`src/rtl/imem_uart_loader_pkg.sv`:
```
// Shared types and constants for the UART instruction-memory boot loader.
// Framing FSM states and word-assembly geometry live here.
package imem_loader_pkg;

  localparam int BYTES_PER_WORD = 4;
  localparam logic [1:0] LAST_BYTE_IDX = 2'(BYTES_PER_WORD - 1);

  typedef enum logic [2:0] {
    LEN_LO = 3'd0,
    LEN_HI = 3'd1,
    DATA   = 3'd2,
    CHECK  = 3'd3,
    RUN    = 3'd4,
    ERROR  = 3'd5
  } loader_state_t;

  function automatic logic [7:0] csum_next(input logic [7:0] csum, input logic [7:0] data);
    return csum ^ data;
  endfunction

endpackage

```
`src/rtl/imem_uart_loader_if.sv`:
```
// Instruction-memory write port between the boot loader and the core.
// Address and data share one width parameter.
interface imem_uart_loader_if #(
  parameter int WIDTH = 32
);
  logic             insMemEn;
  logic [WIDTH-1:0] insMemAddr;
  logic [WIDTH-1:0] insMemDataIn;

  modport master (output insMemEn, output insMemAddr, output insMemDataIn);
  modport slave  (input  insMemEn, input  insMemAddr, input  insMemDataIn);
endinterface

```
`src/rtl/imem_uart_loader_uart_rx.sv`:
```
// 8N1 UART receiver: two-flop synchronizer, mid-bit sampling, glitch-rejecting start detect.
// Emits a one-cycle rxValid or rxFrameErr at the stop-bit sample.
module uart_rx #(
  parameter int CLKS_PER_BIT = 868
) (
  input  logic       clock,
  input  logic       reset,
  input  logic       rx,
  output logic [7:0] rxByte,
  output logic       rxValid,
  output logic       rxFrameErr
);

  localparam int CNT_W = $clog2(CLKS_PER_BIT);
  localparam logic [CNT_W-1:0] LAST_CNT = CNT_W'(CLKS_PER_BIT - 1);
  localparam logic [CNT_W-1:0] HALF_CNT = CNT_W'(CLKS_PER_BIT / 2 - 1);

  localparam logic [1:0] RX_IDLE  = 2'd0;
  localparam logic [1:0] RX_START = 2'd1;
  localparam logic [1:0] RX_DATA  = 2'd2;
  localparam logic [1:0] RX_STOP  = 2'd3;

  logic             r_rx_meta;
  logic             r_rx_sync;
  logic             r_rx_prev;
  logic [1:0]       r_state;
  logic [CNT_W-1:0] r_cnt;
  logic [2:0]       r_bit_idx;
  logic [7:0]       r_shift;
  logic             r_valid;
  logic             r_ferr;
  logic             w_fall;

  assign w_fall     = r_rx_prev & ~r_rx_sync;
  assign rxByte     = r_shift;
  assign rxValid    = r_valid;
  assign rxFrameErr = r_ferr;

  always_ff @(posedge clock or negedge reset) begin
    if (!reset) begin
      r_rx_meta <= 1'b1;
      r_rx_sync <= 1'b1;
      r_rx_prev <= 1'b1;
      r_state   <= RX_IDLE;
      r_cnt     <= '0;
      r_bit_idx <= '0;
      r_shift   <= '0;
      r_valid   <= 1'b0;
      r_ferr    <= 1'b0;
    end else begin
      r_rx_meta <= rx;
      r_rx_sync <= r_rx_meta;
      r_rx_prev <= r_rx_sync;
      r_valid   <= 1'b0;
      r_ferr    <= 1'b0;
      case (r_state)
        RX_IDLE: begin
          // The edge-detect cycle already counts toward the half-bit delay.
          if (w_fall) begin
            r_state <= RX_START;
            r_cnt   <= CNT_W'(1);
          end
        end
        RX_START: begin
          if (r_cnt == HALF_CNT) begin
            r_cnt     <= '0;
            r_bit_idx <= '0;
            r_state   <= r_rx_sync ? RX_IDLE : RX_DATA;
          end else begin
            r_cnt <= r_cnt + 1'b1;
          end
        end
        RX_DATA: begin
          if (r_cnt == LAST_CNT) begin
            r_cnt     <= '0;
            r_shift   <= {r_rx_sync, r_shift[7:1]};
            r_bit_idx <= r_bit_idx + 1'b1;
            if (r_bit_idx == 3'd7) begin
              r_state <= RX_STOP;
            end
          end else begin
            r_cnt <= r_cnt + 1'b1;
          end
        end
        default: begin
          if (r_cnt == LAST_CNT) begin
            r_cnt   <= '0;
            r_state <= RX_IDLE;
            if (r_rx_sync) begin
              r_valid <= 1'b1;
            end else begin
              r_ferr <= 1'b1;
            end
          end else begin
            r_cnt <= r_cnt + 1'b1;
          end
        end
      endcase
    end
  end

endmodule

```
`src/rtl/imem_uart_loader.sv`:
```
// Boot loader: receives a length-prefixed, XOR-checksummed image over UART, writes it to
// instruction memory word by word, and releases the core from reset only on a good checksum.
module imem_uart_loader
  import imem_loader_pkg::*;
#(
  parameter int WIDTH        = 32,
  parameter int CLKS_PER_BIT = 868,
  parameter int MAX_WORDS    = 128
) (
  input  logic                clock,
  input  logic                reset,
  input  logic                rx,
  imem_uart_loader_if.master  imem,
  output logic                cpuReset,
  output logic                loadDone,
  output logic                loadError
);

  localparam int WC_W = $clog2(MAX_WORDS + 1);

  logic [7:0]       w_rx_byte;
  logic             w_rx_valid;
  logic             w_rx_ferr;
  logic [15:0]      w_len;

  loader_state_t    r_state;
  logic [7:0]       r_len_lo;
  logic [WC_W-1:0]  r_len;
  logic [1:0]       r_byte_idx;
  logic [WC_W-1:0]  r_word_idx;
  logic [31:0]      r_word;
  logic [7:0]       r_csum;
  logic             r_ins_en;
  logic [WIDTH-1:0] r_ins_addr;
  logic [WIDTH-1:0] r_ins_data;
  logic             r_cpu_rst;
  logic             r_done;
  logic             r_err;

  uart_rx #(
    .CLKS_PER_BIT(CLKS_PER_BIT)
  ) u_rx (
    .clock      (clock),
    .reset      (reset),
    .rx         (rx),
    .rxByte     (w_rx_byte),
    .rxValid    (w_rx_valid),
    .rxFrameErr (w_rx_ferr)
  );

  assign w_len             = {w_rx_byte, r_len_lo};
  assign imem.insMemEn     = r_ins_en;
  assign imem.insMemAddr   = r_ins_addr;
  assign imem.insMemDataIn = r_ins_data;
  assign cpuReset          = r_cpu_rst;
  assign loadDone          = r_done;
  assign loadError         = r_err;

  always_ff @(posedge clock or negedge reset) begin
    if (!reset) begin
      r_state    <= LEN_LO;
      r_len_lo   <= '0;
      r_len      <= '0;
      r_byte_idx <= '0;
      r_word_idx <= '0;
      r_word     <= '0;
      r_csum     <= '0;
      r_ins_en   <= 1'b0;
      r_ins_addr <= '0;
      r_ins_data <= '0;
      r_cpu_rst  <= 1'b1;
      r_done     <= 1'b0;
      r_err      <= 1'b0;
    end else begin
      r_ins_en <= 1'b0;
      if (w_rx_ferr && (r_state != RUN)) begin
        r_state <= ERROR;
        r_err   <= 1'b1;
      end else begin
        case (r_state)
          LEN_LO: begin
            if (w_rx_valid) begin
              r_len_lo <= w_rx_byte;
              r_state  <= LEN_HI;
            end
          end
          LEN_HI: begin
            if (w_rx_valid) begin
              r_len <= w_len[WC_W-1:0];
              if (w_len > 16'(MAX_WORDS)) begin
                r_state <= ERROR;
                r_err   <= 1'b1;
              end else if (w_len == 16'd0) begin
                r_state <= CHECK;
              end else begin
                r_state <= DATA;
              end
            end
          end
          DATA: begin
            // Leave only after the final strobe so insMemEn is always seen in DATA.
            if (r_ins_en && (r_word_idx == r_len)) begin
              r_state <= CHECK;
            end else if (w_rx_valid) begin
              r_csum                     <= csum_next(r_csum, w_rx_byte);
              r_word[8*r_byte_idx +: 8]  <= w_rx_byte;
              r_byte_idx                 <= r_byte_idx + 1'b1;
              if (r_byte_idx == LAST_BYTE_IDX) begin
                r_ins_en   <= 1'b1;
                r_ins_addr <= WIDTH'({r_word_idx, 2'b00});
                r_ins_data <= WIDTH'({w_rx_byte, r_word[23:0]});
                r_word_idx <= r_word_idx + 1'b1;
              end
            end
          end
          CHECK: begin
            if (w_rx_valid) begin
              if (w_rx_byte == r_csum) begin
                r_state   <= RUN;
                r_cpu_rst <= 1'b0;
                r_done    <= 1'b1;
              end else begin
                r_state <= ERROR;
                r_err   <= 1'b1;
              end
            end
          end
          RUN: begin
            r_state <= RUN;
          end
          ERROR: begin
            r_state <= ERROR;
          end
          default: begin
            r_state <= ERROR;
            r_err   <= 1'b1;
          end
        endcase
      end
    end
  end

endmodule

```
`src/flat_wrapper.sv`:
```
// flat-port wrapper written by rule: the top's interface ports become plain ports
module imem_uart_loader_flat import imem_loader_pkg::*;
#(
  parameter int WIDTH        = 32,
  parameter int CLKS_PER_BIT = 868,
  parameter int MAX_WORDS    = 128
)
  (clock, reset, rx, cpuReset, loadDone, loadError, imem_insMemEn, imem_insMemAddr, imem_insMemDataIn);
  imem_uart_loader_if #(.WIDTH(WIDTH)) imem_i ();
  input  logic clock;
  input  logic reset;
  input  logic rx;
  output logic cpuReset;
  output logic loadDone;
  output logic loadError;
  output wire logic [$bits(imem_i.insMemEn)-1:0] imem_insMemEn;
  output wire logic [$bits(imem_i.insMemAddr)-1:0] imem_insMemAddr;
  output wire logic [$bits(imem_i.insMemDataIn)-1:0] imem_insMemDataIn;
  assign imem_insMemEn = imem_i.insMemEn;
  assign imem_insMemAddr = imem_i.insMemAddr;
  assign imem_insMemDataIn = imem_i.insMemDataIn;
  imem_uart_loader #(.WIDTH(WIDTH), .CLKS_PER_BIT(CLKS_PER_BIT), .MAX_WORDS(MAX_WORDS)) u_core (.clock(clock), .reset(reset), .rx(rx), .imem(imem_i), .cpuReset(cpuReset), .loadDone(loadDone), .loadError(loadError));
endmodule
```
`config.mk`:
```
export PLATFORM = sky130hd
export DESIGN_NAME = imem_uart_loader_flat
export DESIGN_NICKNAME = d
export VERILOG_FILES = /design/src/rtl/imem_uart_loader_pkg.sv /design/src/rtl/imem_uart_loader_if.sv /design/src/rtl/imem_uart_loader_uart_rx.sv /design/src/rtl/imem_uart_loader.sv /design/src/flat_wrapper.sv
export SDC_FILE = /design/constraint.sdc
export NUM_CORES = 1
export LEC_CHECK = 0
export ABC_AREA = 1
export CAP_MARGIN = 0
export CORE_ASPECT_RATIO = 0.75
export CORE_MARGIN = 2
export CORE_UTILIZATION = 51
export CTS_CLUSTER_DIAMETER = 100
export CTS_CLUSTER_SIZE = 25
export DETAILED_ROUTE_END_ITERATION = 10
export GPL_TIMING_DRIVEN = 0
export HOLD_SLACK_MARGIN = 0.03
export PLACE_DENSITY_LB_ADDON = 0.05
export SLEW_MARGIN = 10
export SYNTH_ARGS = -nofsm -noshare
export SYNTH_HDL_FRONTEND = slang
export SYNTH_SLANG_ARGS = --single-unit
export TNS_END_PERCENT = 1
```
`constraint.sdc`:
```
create_clock -name clock -period 1.5 [get_ports clock]
set_input_delay 0.3 -clock clock [delete_from_list [all_inputs] [get_ports clock]]
set_output_delay 0.3 -clock clock [all_outputs]
set_load 0.1 [all_outputs]
```
======== After elaboration in Yosys (flattened, before gate mapping) ========
Cells that the tools add are included.
word-level totals
  register bits after elaboration ......... 141
  bits of input ports ..................... 3
  output and inout bits ................... 68
  logic and storage cells ................. 120
cells by class
  add/sub/neg operators ................... 5
  order comparisons ....................... 1
  equality and inequality tests ........... 25
  shift operators ......................... 2
  multiplexer cells ....................... 41
  bitwise logic cells ..................... 5
  reduce and logical (&&, ||, !) cells .... 19
operators with widths
  operator                   count
  $neg A5 Y34                1
  $shift A8 B34 Y32 const A  1
  $shiftx A8 B34 Y32         1
  $bwmux W32                 1
  $mux W10                   3
  $mux W3                    8
  $pmux W10 S2               1
  $mux W1                    18
  $eq A8 B8 Y1               2
  $gt A16 B8 Y1 const B      1
  $logic_not A16 Y1          1
  $pmux W3 S5                1
  $reduce_and A5 Y1          3
  $mux W2                    6
  $ne A3 B2 Y1 const B       4
  $reduce_and A4 Y1          3
  $add A10 B1 Y10 const B    1
  $eq A10 B10 Y1 const B     1
  $eq A10 B9 Y1 const B      1
  $eq A3 B3 Y1 const B       3
  $reduce_and A3 Y1          3
  $add A8 B1 Y8 const B      1
  $ne A2 B2 Y1 const B       4
  $xor A8 B8 Y8              1
  other kinds (22)           28

======== Longest topological paths before layout ========
Gate-level depths: netlist (run 1).
  depth after elaboration ................. 6
  gate-level depth with buffers ........... 13
  mapped depth without buffers ............ 11

======== By module ========
From an unflattened synthesis (run 1), not the netlist that was laid out.
unflattened totals
  cells, all modules ...................... 809
  area, all modules ....................... 6,640.1 µm²
modules (own cells, without submodules)
  module            instances  cells each  area each (µm²)  sequential area each (µm²)
  imem_uart_loader  1          618         5,086.1          2,628.8
  uart_rx           1          191         1,554.0          704.4

======== Worst setup path after synthesis (run 1) ========
Ideal clock, no wire load.
  path kind ............................... reg-to-reg
  from .................................... register u_core.r_ins_en (netlist: u_core.imem.insMemEn)
  to ...................................... register u_core.r_ins_addr[9] (netlist: u_core.imem.insMemAddr[9])
  arrival ................................. 1,982 ps
  slack ................................... -550 ps
  cell stages (with the launch flop) ...... 10
  buffers on the path ..................... 2
  period minus slack after synthesis ...... 2,050 ps
  cells stage by stage .................... dfrtp_1 a21boi_0 nand2_1 nor2_1 nand3_2 nand4_1 buf_4 buf_6 nand2_1 nand2_1
between the ends
  word-level cells in the longest chain between the ends .. 3
ends and longest elaborated chain
  what                         line                     text
  start: declaration           imem_uart_loader.sv:33   logic r_ins_en;
  start signal: assignment     imem_uart_loader.sv:68   r_ins_en <= 1'b0;
  start signal: assignment     imem_uart_loader.sv:75   r_ins_en <= 1'b0;
  start signal: assignment     imem_uart_loader.sv:109  r_ins_en <= 1'b1;
  $logic_and A1 B1 Y1          imem_uart_loader.sv:102  if (r_ins_en && (r_word_idx == r_len)) begin
  $not A1 Y1 (no line)         -
  $reduce_and A5 Y1 (no line)  -
  end signal: assignment       imem_uart_loader.sv:110  r_ins_addr <= WIDTH'({r_word_idx, 2'b00});
  end: declaration             imem_uart_loader.sv:34   logic [WIDTH-1:0] r_ins_addr;
Every way passes these cells.
A chain may end at the register's enable or synchronous reset.

======== Final worst setup path (run 1) ========
  from .................................... register u_core.r_word_idx[4]
  to ...................................... register u_core.r_word_idx[3]
between the ends
  word-level cells in the longest chain between the ends .. 4
ends and longest elaborated chain
  what                         line                     text
  start: declaration           imem_uart_loader.sv:30   logic [WC_W-1:0] r_word_idx;
  start signal: assignment     imem_uart_loader.sv:112  r_word_idx <= r_word_idx + 1'b1;
  $eq A8 B8 Y1                 imem_uart_loader.sv:102
  $logic_and A1 B1 Y1          imem_uart_loader.sv:102
  $not A1 Y1 (no line)         -
  $reduce_and A5 Y1 (no line)  -
Every way passes these cells.

==> results.md, run 1 <==
- Status: finished, violations left
- Failing checks: setup timing
- Clk slew on worst S/H paths: 60 ps
- Max VDD drop: 944 uV
- Comb power frac: 10.3%
- Initial drt markers: 435
- Critical path's slowest cell: dfrtp_1
- Row Count: 35
- Critical path data required time: 1800 ps
- DP HPWL: 11,300 um
- Max Buffers Root-to-Sink: 2
- Design Power: 9.33 mW
- P&R area growth vs syn: 30.1%
- Slew @ Worst Pin: 725 ps
- I/O pin count: 71
- Final Hold Fails: 0
- CTS tree: done
- Largest net degree at the start of global routing: 79
- Share of layout cells above drive strength 1: 26.1%
- Synthesis Warnings: 0
- Input/output buffers: 46
- Detailed-route via count: 6,081
- Grt ovf: 0
- RSZ-0062 raised after global routing: true
- Die ar.: 13,900 um2
- Worst setup margin: -204 ps
- Final worst path period share: 114%
- ANT nets after route: 0
- Crit end category: register
- Layout Nets: 947
- Placer Congestion: 0.897
- Pwr dens: 1090 nW/um2
- H-tree level count: 4
- Clock power share: 49.3%
- Most used DFF post-synth: dfrtp_1
- Static leakage: 4.58 nW
- Register bit total from synthesis: 133
- Slowest cell delay on critical path: 410 ps
- Crit path DAT: 2010 ps
- Final Setup Violations: 95
- Top Metal Used: met4
- M1 WL: 7660 um
- GRT Overall Usage: 26.1%
- Final min period: 1700 ps
- WL final: 17,300 um
- CTS Buf Count: 17
- Buf+Inv Stages, Crit Path: 4
- DRC errors left: 0
- Sw frac: 25.1%
- Die height: 103 um
- Place WS: -516 ps
- Placed insts: 1,048
- Root buf cell: clkbuf_16
- Relative max-transition margin: 51.7%
- Internal: 6.99 mW
- Synth Instances: 812
- First-pass GRT wire length: 28,000 um
- TritonRoute pass-1 iters: 5
- Clock latency on the worst-skew pair: 420 ps
- Worst Setup Start Kind: register
- Hold WC Path Type: in -> reg
- Layout Cells excl Fill: 1,113
- Register area share after synthesis: 50.5%
- Crit-path most repeated cell: nand2_1
- Netlist cell types: 33
- Core Util, Final: 69.0%
- Synthesized cell area: 6600 um2
- Drt via density: 5.46
- Crit path kind: reg -> reg
- Skew final: 8.60 ps
- Cell Chain, Critical Path: inv_2, nand2_2, nand2_2, inv_1, nand2_1, nor2_2, nand3_2, nand4_1, buf_6, buf_8, nand2_1, nand2_1
- Area post-placement: 7400 um2
- CP max FO: 10
- Core Area: 12,400 um2
- CTS Sinks: 133
- Metal3 WL: 1310 um
- EDFF count, synth: 0
- Async SR Flop Fraction: 100%
- DR WL met2: 7990 um
- Mapped Avg Cell Area: 8.13 um2
- Max Freq: 587 MHz
- Initial antenna violation count: 0
- Sequential power share: 40.4%
- N_diodes: 0
- Initial Util: 53.1%
- WL per Instance: 15.5 um
- Crit path max-delay family: simple AND/OR/NAND/NOR gates
- Post-route cell area: 8590 um2
- Max-slew violations: 0
- DIE WIDTH: 135 um
- Switching power: 2.35 mW
- Max Cap Viol: 0
- Number of global-route vias before repair: 5,646
final timing paths:
check	start	to	slack, ps	depth (start not counted)
worst min-delay path	rx	u_core.u_rx.r_rx_meta	290	1
worst max register to register	u_core.r_word_idx[4]	u_core.r_word_idx[3]	-200	12
min in group asynchronous	reset	u_core.imem.insMemEn	490	2
worst max-delay path	u_core.r_word_idx[4]	u_core.r_word_idx[3]	-200	12
max in group asynchronous	reset	u_core.u_rx.rxByte[2]	240	3
worst min register to register	u_core.u_rx.r_rx_meta	u_core.u_rx.r_rx_sync	360	0
layout make-up:
| cell class | count | area, um2 |
|---|---|---|
| fill | 1016 | 3850 |
| sequential | 133 | 3350 |
| multi-input combinational | 573 | 2910 |
| timing repair buffer | 82 | 692 |
| buffer | 60 | 503 |
| clock buffer | 20 | 457 |
| inverter | 67 | 263 |
| tap | 166 | 208 |
| clock inverter | 12 | 200 |
cells in the mapped netlist (2+ instances only):
| cell type | number | area share, % |
|---|---|---|
| a21oi_1 | 10 | 0.76 |
| buf_2 | 20 | 1.5 |
| buf_4 | 25 | 2.8 |
| clkbuf_1 | 14 | 0.80 |
| clkbuf_2 | 2 | 0.15 |
| dfrtp_1 | 129 | 49 |
| dfstp_2 | 4 | 1.6 |
| ha_1 | 10 | 1.9 |
| inv_1 | 63 | 3.6 |
| inv_2 | 3 | 0.17 |
| nand2_1 | 277 | 16 |
| nand3_1 | 24 | 1.8 |
| nand3_2 | 2 | 0.30 |
| nand3b_1 | 9 | 1.0 |
| nand4_1 | 87 | 8.2 |
| nor2_1 | 54 | 3.1 |
| nor3_1 | 25 | 1.9 |
| o21ai_0 | 26 | 2.0 |
| xnor2_1 | 5 | 0.66 |
| xor2_1 | 10 | 1.3 |
per-layer routing:
metal	vias to the layer above	track usage, %
met2	239	41.6
met5	-	0
li1	2868	-
met1	2945	36.2
met3	29	4.72
met4	0	10.0
metrics by stage:
stage               hold WS (ps)  TNS, ps
floorplan                   4.41    -7440
global placement             348  -708340
detailed placement           348   -55640
CTS                          286    -7440
global route                 284   -20090
finish                       288   -12200
timing repair:
| action | 4_1_cts | 5_1_grt |
|---|---|---|
| gates resized for setup | 326 | 86 |
| endpoints found under the hold margin | 73 | 0 |
| hold buffers | 1 | 0 |
| setup buffers | 28 | 5 |
| pin swaps | 10 | 17 |
| endpoints found under the setup margin | 173 | 163 |
| cloned | 0 | 1 |
sequential cells by signal, summed over array words and instances, names as in the netlist, 2 cells and up:
signal and cells:
u_core.imem.insMemAddr 8, u_core.r_word 24, u_core.u_rx.r_bit_idx 3, u_core.imem.insMemDataIn 32, u_core.r_word_idx 8, u_core.u_rx.r_state 2, u_core.r_csum 8, u_core.r_len 8
u_core.r_byte_idx 2, u_core.u_rx.r_cnt 10, u_core.u_rx.rxByte 8, u_core.r_state 3, u_core.r_len_lo 8
logic make-up (layout without fill, tap and decap cells):
group	after synthesis	in the layout	synth area share, %
xor+xnor	15	15	1.99
flops	133	133	50.5
compound gates	42	42	3.53
buf+inv	129	241	9.29
other cells	1	24	0.0568
fa+ha+maj	10	10	1.90
simple gates	481	481	32.6
mux	1	1	0.171
placed cells by master (no fill, tap or decap), drive strengths merged, types with 9 or more instances in the layout:
master    n
a21oi    11
buf      93
clkbuf   67
conb     24
dfrtp   129
ha       10
inv      67
nand2   277
nand3    26
nand3b    9
nand4    87
nor2     55
nor3     26
o21ai    26
xor2     10
power by group through the flow:
| stage | clock network [mW] | logic [mW] | registers (mW) |
|---|---|---|---|
| after floorplan | 0 | 0.669 | 3.82 |
| after global placement | 0 | 0.816 | 3.84 |
| after detailed placement | 0 | 0.832 | 3.83 |
| after CTS | 4.64 | 0.908 | 3.76 |
| after global routing | 4.82 | 1.07 | 3.78 |
| final | 4.60 | 0.962 | 3.77 |
Power figures use the tool's default switching activity.
==> run 2: changes to the inputs <==
- CORE_UTILIZATION: 51 -> 55
- clock period: 1.5 -> 2.2 ns (I/O delays scaled with it)
==> results.md, run 2 (synthesized netlist as in run 1, its figures left out) <==
- Final min period: 2120 ps
- Final worst path period share: 96.2%
- Post-route cell area: 8050 um2
- GRT Overall Usage: 26.3%
- TritonRoute pass-1 iters: 8
- Commonest non-fill, non-tap cell in the layout: nand2_1
- Initial Util: 56.6%
- Crit path max-delay family: buffers and inverters
- Cell Chain, Critical Path: dlygate4sd2_1
- Layout Nets: 916
- CTS tree: done
- Core Area: 11,700 um2
- Clk slew on worst S/H paths: 60 ps
- N_diodes: 0
- Buf+Inv Stages, Crit Path: 1
- Pwr dens: 810 nW/um2
- Share of layout cells above drive strength 1: 10.8%
- CP max FO: 2
- Input/output buffers: 46
- First-pass GRT wire length: 26,600 um
- Worst Setup Start Kind: register
- Die ar.: 12,900 um2
- Max Cap Viol: 0
- Final Hold Fails: 0
- DIE WIDTH: 130 um
- Critical path's slowest cell: dlygate4sd2_1
- Most frequent cells in the layout: nand2_1, dfrtp_1, nand4_1, inv_1, nor2_1
- WL final: 16,000 um
- Area of the multi-input gates: 2750 um2
- Die height: 98.9 um
- RSZ-0062 raised after global routing: false
- H-tree level count: 4
- Crit end category: primary output
- P&R area growth vs syn: 22.0%
- Grt ovf: 0
- I/O pin count: 71
- Max FFs per register: 32
- Crit path kind: reg -> out
- Drt via density: 5.34
- Slew @ Worst Pin: 990 ps
- Root buf cell: clkbuf_16
- R2r setup slk: 180 ps
- Max Buffers Root-to-Sink: 2
- Clock latency on the worst-skew pair: 420 ps
- Core Util, Final: 69.1%
- Critical path data required time: 1760 ps
- Slowest cell delay on critical path: 870 ps
- Hold Startpoint: u_core.u_rx.r_rx_meta
- Hold Path Stages: 0
- CTS Buf Count: 17
- Row Count: 34
- Max VDD drop: 567 uV
- Static leakage: 4.46 nW
- Max-slew violations: 0
- Detailed-route via count: 5,758
- Skew final: 6.80 ps
- FF-to-FF Start: u_core.u_rx.r_cnt[0]
- DP HPWL: 11,200 um
- Worst R2R End: u_core.u_rx.r_state[0]
- FF/Latch Area: 3330 um2
- Initial drt markers: 585
- Status: completed
- Final Setup Violations: 0
- Area post-placement: 7380 um2
- DRC errors left: 0
- Placer Congestion: 0.899
- Fillers: 966
- Relative max-transition margin: 34.3%
- WL per Instance: 14.8 um
- Crit path DAT: 1680 ps
- Max Freq: 472 MHz
- Number of global-route vias before repair: 5,445
- ANT nets after route: 0
- FF-to-FF path depth: 9
- Hold Path End: u_core.u_rx.r_rx_sync
- Largest net degree at the start of global routing: 95
- Initial antenna violation count: 0
- Hold WC Path Type: reg -> reg
- CTS Sinks: 133
run 2: cell types whose count changed in the layout (fill, tap and decap cells not counted), moves of 9 or more:
cell | previous run | this run
dlygate4sd2_1 | 0 | 43
buf_4 | 64 | 26
clkbuf_4 | 36 | 0
buf_6 | 23 | 2
buf_2 | 2 | 20
nand2_1 | 259 | 277
nand2_2 | 17 | 0
dfrtp_1 | 116 | 129
dfrtp_2 | 12 | 0
inv_1 | 51 | 63
clkbuf_1 | 4 | 14
o21ai_0 | 17 | 26
run 2: report_power, final:
part	total [mW]	switching [mW]	internal, mW
Combinational	0.581	0.442	0.139
Sequential	2.58	0.0669	2.51
Clock	3.37	1.12	2.25
Total	6.52	1.63	4.90
run 2: what timing repair did:
action,in CTS,in global routing
setup buffers,0,1
resized for setup,46,2
endpoints found under the setup margin,44,12
hold buffers,1,0
pin swaps,0,1
endpoints found under the hold margin,39,0
run 2: final cells by class:
class,instances,area share [%]
Inverter,67,3.12
Tap cell,162,2.52
Clock buffer,17,5.28
Sequential cell,133,41.4
Buffer,62,4.49
Timing Repair Buffer,49,5.64
Multi-Input combinational cell,573,34.1
Clock inverter,15,3.43
run 2: through the flow:
| step | hold WS (ps) | std cells | setup TNS, ps | total power [mW] | setup WS, ps |
|---|---|---|---|---|---|
| 2_1_floorplan | 144 | 835 | 0 | 3.05 | 150 |
| 3_3_place_gp | 350 | 1043 | -570060 | 3.16 | -4350 |
| 3_5_place_dp | 353 | 1044 | 0 | 3.18 | 53.7 |
| 4_1_cts | 360 | 1077 | 0 | 6.54 | 15.8 |
| 5_1_grt | 369 | 1078 | 0 | 6.75 | 58.9 |
| 6_report | 363 | 1078 | 0 | 6.52 | 82.7 |
run 2: per-layer routing:
metal,track usage (%),routed length (um),up-vias
met2,40.1,7160,253
li1,-,-,2796
met5,0,0,-
met4,6.30,204,0
met3,5.86,1200,27
met1,38.6,7410,2682
run 2: worst max-delay path by stage:
stage | endpoint | cells past startpoint | start
floorplan | u_core.imem.insMemAddr[9] | 9 | u_core.imem.insMemEn
CTS | u_core.u_rx.r_bit_idx[2] | 8 | u_core.u_rx.r_cnt[0]
finish | imem_insMemDataIn[28] | 1 | u_core.imem.insMemDataIn[28]
global route | imem_insMemDataIn[28] | 1 | u_core.imem.insMemDataIn[28]
detailed placement | u_core.u_rx.r_bit_idx[2] | 8 | u_core.u_rx.r_cnt[0]
global placement | u_core.imem.insMemDataIn[11] | 1 | reset
==> run 3: changes to the inputs <==
- clock period: 2.2 -> 2.7 ns (I/O delays scaled with it)
==> results.md, run 3 (synthesized netlist as in run 1, its figures left out) <==
- Status: completed
- Final Hold Fails: 0
- N_diodes: 0
- Relative max-transition margin: 33.0%
- Max FFs per register: 32
- Layout Cells excl Fill: 1,076
- TritonRoute pass-1 iters: 6
- GRT Overall Usage: 26.3%
- Post-CTS Setup Inserts: 0
- Input/output buffers: 46
- Placer Congestion: 0.899
- Critical path's slowest cell: clkdlybuf4s50_1
- Skew final: 8.57 ps
- Crit path kind: reg -> out
- Initial drt markers: 533
- First-pass GRT wire length: 26,500 um
- CP max FO: 2
- Max-slew violations: 0
- Crit path max-delay family: buffers and inverters
- Share of layout cells above drive strength 1: 10.5%
- Number of global-route vias before repair: 5,440
- Layout Nets: 914
- Root buf cell: clkbuf_16
- Slew @ Worst Pin: 1000 ps
- Clock latency on the worst-skew pair: 420 ps
- Grt ovf: 0
- Post-cts hold buffer count: 0
- Commonest non-fill, non-tap cell in the layout: nand2_1
- Comb power frac: 8.8%
- Initial Util: 56.6%
- Design Power: 5.31 mW
- Fillers: 963
- Clock power share: 51.7%
- Crit end category: primary output
- DRC errors left: 0
- Internal: 3.99 mW
- Max Freq: 383 MHz
- RSZ-0062 raised after global routing: false
- DP HPWL: 11,200 um
- Cell Chain, Critical Path: clkdlybuf4s50_1
- CTS Sinks: 133
- Detailed-route via count: 5,765
- Total negative slack: 0 ps
- Initial antenna violation count: 0
- Buf+Inv Stages, Crit Path: 1
- Largest net degree at the start of global routing: 95
- Pwr dens: 657 nW/um2
- Placed insts: 1,044
- CTS tree: done
- WL per Instance: 14.9 um
- Max Cap Viol: 0
- WL final: 16,000 um
- Clk slew on worst S/H paths: 60 ps
- Final hold slack: 22.3 ps
- Die height: 98.9 um
- I/O pin count: 71
- H-tree level count: 4
- Core Area: 11,700 um2
- Crit path DAT: 2070 ps
- Worst setup margin: 88.1 ps
- P&R area growth vs syn: 22.4%
- CTS Buf Count: 17
- Final worst path period share: 96.7%
- Die ar.: 12,900 um2
- Sequential power share: 39.5%
- Final min period: 2610 ps
- Worst Setup Start Kind: register
- Slowest cell delay on critical path: 1130 ps
- Critical path data required time: 2160 ps
- Hold WC Path Type: in -> async
- Most frequent cells in the layout: nand2_1, dfrtp_1, nand4_1, inv_1, nor2_1
- Static leakage: 4.24 nW
- Drt via density: 5.36
- Switching power: 1.32 mW
- Sw frac: 24.9%
- Cts repair resizes: 0
- ANT nets after route: 0
- Max Buffers Root-to-Sink: 2
- DIE WIDTH: 130 um
- Place WS: 525 ps
- Final Setup Violations: 0
- Max VDD drop: 462 uV
- Row Count: 34
run 3: cell count changes in the layout (fill, tap and decap cells not counted), sizes merged:
cell           previous run  this run
dlygate4sd2              43         0
buf                      49        48
clkdlybuf4s15             1         0
dlygate4sd3               1         0
clkdlybuf4s50             1        45
run 3: metrics by stage:
step	cell area [um2]	util (%)
5_1_grt	8080	69.3
3_3_place_gp	7350	63.0
4_1_cts	8080	69.3
6_report	8080	69.3
3_5_place_dp	7380	63.3
2_1_floorplan	6690	-
run 3: final timing paths:
| path | startpoint | to | slack [ps] | depth (start not counted) |
|---|---|---|---|---|
| worst max-delay path | u_core.cpuReset | cpuReset | 90 | 1 |
| worst min-delay path | reset | u_core.imem.insMemEn | 20 | 1 |
| worst max register to register | u_core.u_rx.r_cnt[0] | u_core.u_rx.r_bit_idx[2] | 500 | 8 |
| worst min register to register | u_core.u_rx.r_rx_meta | u_core.u_rx.r_rx_sync | 360 | 0 |
| max in group asynchronous | reset | u_core.u_rx.r_rx_meta | 1880 | 2 |
| min in group clock | u_core.u_rx.r_rx_meta | u_core.u_rx.r_rx_sync | 360 | 0 |
run 3: layer usage:
| metal | wire length (um) | share of wire [%] | GRT usage, % | vias to the layer above |
|---|---|---|---|---|
| li1 | - | - | - | 2793 |
| met1 | 7440 | 46 | 38.7 | 2688 |
| met2 | 7130 | 45 | 40.0 | 258 |
| met3 | 1270 | 7.9 | 5.86 | 26 |
| met4 | 171 | 1.1 | 6.30 | 0 |
| met5 | 0 | 0 | 0 | - |
run 3: final cells by class:
type	count	area, um2	area share, %
buffer	62	362	4.48
clock buffer	17	425	5.27
sequential	133	3330	41.3
timing repair buffer	47	489	6.06
clock inverter	15	277	3.42
tap	162	203	2.51
multi-input combinational	573	2740	33.9
inverter	67	251	3.11
run 3: power by group through the flow:
stage / logic (mW) / registers [mW] / clock network [mW]
3_5_place_dp: 0.461 / 2.13 / 0
5_1_grt: 0.509 / 2.10 / 2.87
2_1_floorplan: 0.365 / 2.12 / 0
3_3_place_gp: 0.443 / 2.13 / 0
6_report: 0.465 / 2.10 / 2.75
4_1_cts: 0.463 / 2.10 / 2.77
